**src/rtl/serializer.sv**
```systemverilog
// Parallel-to-serial transmitter for the AudioNet frame link: one-word holding buffer,
// MSB-first shift-out, periodic frame sync and idle-word insertion on underrun.
module serializer #(
    parameter int unsigned           FRAME_BITS = 256,
    parameter logic [FRAME_BITS-1:0] IDLE_WORD  = '0
) (
    input  logic                  sclk,
    input  logic                  rstn,
    input  logic                  en,
    input  logic                  pvalid,
    input  logic [FRAME_BITS-1:0] pdata,
    output logic                  pready,
    output logic                  sdata,
    output logic                  sfs,
    output logic                  underrun,
    output logic                  busy
);

    localparam int unsigned     CntW  = $clog2(FRAME_BITS);
    localparam logic [CntW-1:0] LastK = CntW'(FRAME_BITS - 1);

    typedef enum logic [1:0] {StIdle, StSync, StRun} state_e;

    state_e                state_q, state_d;
    logic [CntW-1:0]       cnt_q, cnt_d;
    logic [FRAME_BITS-1:0] shreg_q, shreg_d;
    logic [FRAME_BITS-1:0] hold_q, hold_d;
    logic                  hold_full_q, hold_full_d;
    logic                  sdata_q, sdata_d;
    logic                  sfs_q, sfs_d;
    logic                  underrun_q, underrun_d;
    logic                  accept;
    logic                  boundary;
    logic                  do_load;
    logic [FRAME_BITS-1:0] load_word;

    always_comb begin
        state_d     = state_q;
        cnt_d       = cnt_q;
        shreg_d     = shreg_q;
        hold_d      = hold_q;
        hold_full_d = hold_full_q;
        sdata_d     = 1'b0;
        sfs_d       = 1'b0;
        underrun_d  = 1'b0;
        load_word   = IDLE_WORD;

        accept   = pvalid && !hold_full_q;
        boundary = (state_q == StSync) || ((state_q == StRun) && (cnt_q == LastK));
        // SYNC always proceeds to RUN; in RUN, en decides between loading and stopping.
        do_load  = boundary && ((state_q == StSync) || en);

        // An accept on a loading boundary bypasses the hold buffer.
        if (accept && !do_load) begin
            hold_d      = pdata;
            hold_full_d = 1'b1;
        end

        case (state_q)
            StIdle: begin
                if (en) begin
                    state_d = StSync;
                    sfs_d   = 1'b1;
                end
            end
            StSync, StRun: begin
                if (do_load) begin
                    if (hold_full_q) begin
                        load_word   = hold_q;
                        hold_full_d = 1'b0;
                    end else if (pvalid) begin
                        load_word = pdata;
                    end else begin
                        underrun_d = 1'b1;
                    end
                    state_d = StRun;
                    cnt_d   = '0;
                    sdata_d = load_word[FRAME_BITS-1];
                    shreg_d = {load_word[FRAME_BITS-2:0], 1'b0};
                end else if (boundary) begin
                    state_d = StIdle;
                end else begin
                    cnt_d   = cnt_q + 1'b1;
                    sdata_d = shreg_q[FRAME_BITS-1];
                    shreg_d = {shreg_q[FRAME_BITS-2:0], 1'b0};
                    sfs_d   = (cnt_d == LastK);
                end
            end
            default: state_d = StIdle;
        endcase
    end

    always_ff @(posedge sclk or negedge rstn) begin
        if (!rstn) begin
            state_q     <= StIdle;
            cnt_q       <= '0;
            shreg_q     <= '0;
            hold_q      <= '0;
            hold_full_q <= 1'b0;
            sdata_q     <= 1'b0;
            sfs_q       <= 1'b0;
            underrun_q  <= 1'b0;
        end else begin
            state_q     <= state_d;
            cnt_q       <= cnt_d;
            shreg_q     <= shreg_d;
            hold_q      <= hold_d;
            hold_full_q <= hold_full_d;
            sdata_q     <= sdata_d;
            sfs_q       <= sfs_d;
            underrun_q  <= underrun_d;
        end
    end

    assign pready   = !hold_full_q;
    assign sdata    = sdata_q;
    assign sfs      = sfs_q;
    assign underrun = underrun_q;
    assign busy     = (state_q != StIdle);

endmodule

```
**config.mk**
```make
export PLATFORM = sky130hd
export DESIGN_NAME = serializer
export DESIGN_NICKNAME = d
export VERILOG_FILES = /design/src/rtl/serializer.sv
export SDC_FILE = /design/constraint.sdc
export NUM_CORES = 1
export LEC_CHECK = 0
export BUFFER_PORTS_ARGS = -buffer_cell sky130_fd_sc_hd__buf_4
export CAP_MARGIN = 0
export CORE_ASPECT_RATIO = 1.5
export CORE_UTILIZATION = 59
export DETAILED_ROUTE_END_ITERATION = 10
export PLACE_DENSITY = 0.89
export SLEW_MARGIN = 20
export SYNTH_ARGS = -nofsm -noshare
export SYNTH_HDL_FRONTEND = slang
export SYNTH_SLANG_ARGS = --single-unit
```
**constraint.sdc**
```tcl
create_clock -name sclk -period 3.3 [get_ports sclk]
set_clock_uncertainty 0.2 [all_clocks]
set_input_delay 0.66 -clock sclk [delete_from_list [all_inputs] [get_ports sclk]]
set_output_delay 0.66 -clock sclk [all_outputs]
set_load 0.01 [all_outputs]
```
==> results.json <==
{
  "maxCapViolations": 0,
  "p_per_area_nw_per_um2": 500,
  "dr.pass1.iters": 6,
  "p_leak_nw": 12.6,
  "yosys.area.top_type": "dfrtp_1",
  "synth_top_area_share_pct": 53.7,
  "grt_max_degree": 180,
  "h-tree-depth": 2,
  "finalHoldViolCount": 0,
  "postSynthCellCount": 2075,
  "synth_fp_nets": 2342,
  "combPwrFrac_pct": 7.1,
  "cp_slowest_stage_delay_ps": 770,
  "start_util_pct": 59.6,
  "clk_pin_slew_ps": 60,
  "clock-sinks": 525,
  "finish.net_count": 2498,
  "intPower_mw": 11.2,
  "critical_path.top_delay_family": "buffers and inverters",
  "p_sw_share_pct": 21.5,
  "synth.most_common_cell": "dfrtp_1",
  "gp_congestion": 0.790,
  "synth-edff-count": 0,
  "outcome": "complete, no violations",
  "grt_pass1_wl_mm": 99.0,
  "cts_made_buffers": 49,
  "die_w_um": 168,
  "num_rows": 91,
  "switchingPower_mw": 3.06,
  "setup_violations": 0,
  "crit_path_end_kind": "output pin",
  "ys_top_cells_by_count": "525 x dfrtp_1, 265 x nand2_1, 257 x nor2_1",
  "drc": 0,
  "cp-start-kind": "register",
  "area_delta_synth_final_pct": 16.4,
  "required_ps": 2440,
  "slew_headroom_pct": 37.7,
  "hold_ws_ps": 109,
  "ctsLongestPathBuffers": 3,
  "vias": 18300,
  "synth-seq-cells": 525,
  "synth_top_cells_by_area": "dfrtp_1 54%, mux2_4 15%, a221oi_1 9.1%, o31ai_1 7.8%, nand2_1 4.1%",
  "critical_path_class": "reg2out",
  "drt_iter0_drc": 1680,
  "crit_chain": "buf_12 -> inv_1 -> buf_4",
  "io_pins": 265,
  "vias_per_cell": 6.58,
  "dieHeight_um": 251,
  "syn_area_per_cell_um2": 11.8,
  "antenna_found_initial": 1,
  "netlist_area_um2": 24400,
  "fin_crit_ps": 3150,
  "layout-drive-gt1-share_pct": 28.7,
  "grt_overflow": 0,
  "dp_cells": 2690,
  "ant_nets": 0,
  "core-area_um2": 41000,
  "post_cts_buffers": 0,
  "wirelength_mm": 60.8,
  "rsz0062_at_grt": "no",
  "cts_resized": 0,
  "ys.flop_type": "dfrtp_1",
  "cts_tree": "built",
  "hpwlAfterDp_mm": 36.6,
  "path_buf_inv": 3,
  "grt_pass1_vias": 19200,
  "clkPwrFrac_pct": 43.4,
  "synth.distinct_cells": 38,
  "nFillCells": 2700,
  "root_buffer": "clkbuf_16",
  "max_freq_ghz": 0.317,
  "fin_cells": 2781,
  "tns_ps": 0,
  "seqPwrFrac_pct": 49.5,
  "die_area_um2": 42300,
  "tightestPinTransition_ps": 935,
  "synth-async-reset-ratio_pct": 100,
  "vdd_drop_max_mv": 0.420,
  "timing.final.crit_share_pct": 95.6,
  "arrival_ps": 2290,
  "finalMaxSlewViolations": 0,
  "clk_latency_ps": 560,
  "total_power_mw": 14.2,
  "track_usage_pct": 28.9,
  "critPathMaxFanout": 139,
  "holdCritPathClass": "in2reg",
  "io_buffers": 264,
  "synth_seq_area_share_pct": 53.7,
  "yosysWarningCount": 0,
  "routedWlPerCell_um": 21.9,
  "crit_slowest_cell": "dfrtp_4"
}
==> worst reg2reg max path, stage by stage (launching register included) <==
cell and delay (ps):
dfrtp_1 380, inv_1 100, ha_1 250, inv_1 160, o31a_2 210, and2_4 510
buf_4 580, mux2_4 370
==> layer usage <==
layer	global-route usage, %	vias to the layer above	share of wire [%]
met5	0	-	0
met3	5.70	181	6.8
met4	13.1	0	4.2
met1	35.4	9364	38
met2	49.3	768	51
li1	-	7989	-
==> layout make-up <==
type | instances | area, µm² | area share (%)
Timing Repair Buffer | 307 | 2560 | 9.01
Sequential cell | 525 | 13100 | 46.2
Inverter | 7 | 26.3 | 0.0923
Tap cell | 511 | 639 | 2.25
Clock inverter | 22 | 345 | 1.21
Multi-Input combinational cell | 1341 | 10300 | 36.3
Antenna cell | 1 | 2.50 | 0.00879
Clock buffer | 67 | 1420 | 4.98
==> logic make-up (layout without fill, tap and decap cells) <==
| family | count (synthesis) | after routing | synth area share [%] |
|---|---|---|---|
| compound gates | 534 | 534 | 17.6 |
| xor+xnor | 3 | 3 | 0.108 |
| fa+ha+maj | 7 | 7 | 0.358 |
| buf+inv | 209 | 403 | 4.17 |
| flops | 525 | 525 | 53.7 |
| mux | 258 | 258 | 15.6 |
| other cells | 0 | 1 | 0 |
| simple gates | 539 | 539 | 8.44 |
==> repair_timing <==
item	CTS	global route
hold buffers	1	0
hold endpoints to repair	40	0
endpoints found under the setup margin	0	0
==> power by group through the flow <==
stage / sequential [mW] / clock, mW / combinational, mW
after floorplan: 7.06 / 0 / 0.503
after global placement: 7.11 / 0 / 0.959
after detailed placement: 7.13 / 0 / 1.02
after CTS: 7.03 / 6.24 / 1.02
after global routing: 7.07 / 6.48 / 1.09
final: 7.04 / 6.18 / 1.01
==> layout by cell type, fill, tap and decap left out, types with 17 or more instances in the layout <==
cell,n
a221oi_1,253
buf_4,285
nand2_1,265
o31ai_1,254
buf_12,20
mux2_4,240
nor2_1,257
dfrtp_1,524
mux2_2,17
clkbuf_16,51
==> path summary, 6_finish.rpt <==
path / from / endpoint / slack, ps / cells past startpoint
worst min register to register: shreg_q[187]$_DFFE_PN0P_ / shreg_q[187]$_DFFE_PN0P_ / 280 / 2
worst max-delay path: hold_full_q$_DFF_PN0_ / pready / 150 / 3
worst min-delay path: pvalid / underrun$_DFF_PN0_ / 110 / 2
worst max register to register: state_q[1]$_DFFE_PN0P_ / hold_q[57]$_DFFE_PN0P_ / 420 / 7
max in group asynchronous: rstn / hold_q[26]$_DFFE_PN0P_ / 1560 / 3
min in group asynchronous: rstn / shreg_q[238]$_DFFE_PN0P_ / 430 / 2
==> registers in the layout, summed over array words and instances (netlist names) <==
name,flops
hold_full_q,1
sfs,1
sdata,1
cnt_q,8
shreg_q,255
hold_q,256
underrun,1
state_q,2
==> metrics by stage <==
stage	instance area [µm²]	utilization [%]	setup slack [ps]
finish	28500	69.4	146
global route	28500	69.4	14.1
floorplan	24400	-	931
CTS	28500	69.4	79.6
global placement	26700	65.1	401
detailed placement	26700	65.1	376
No activity file was read; power rests on OpenSTA's default activity.
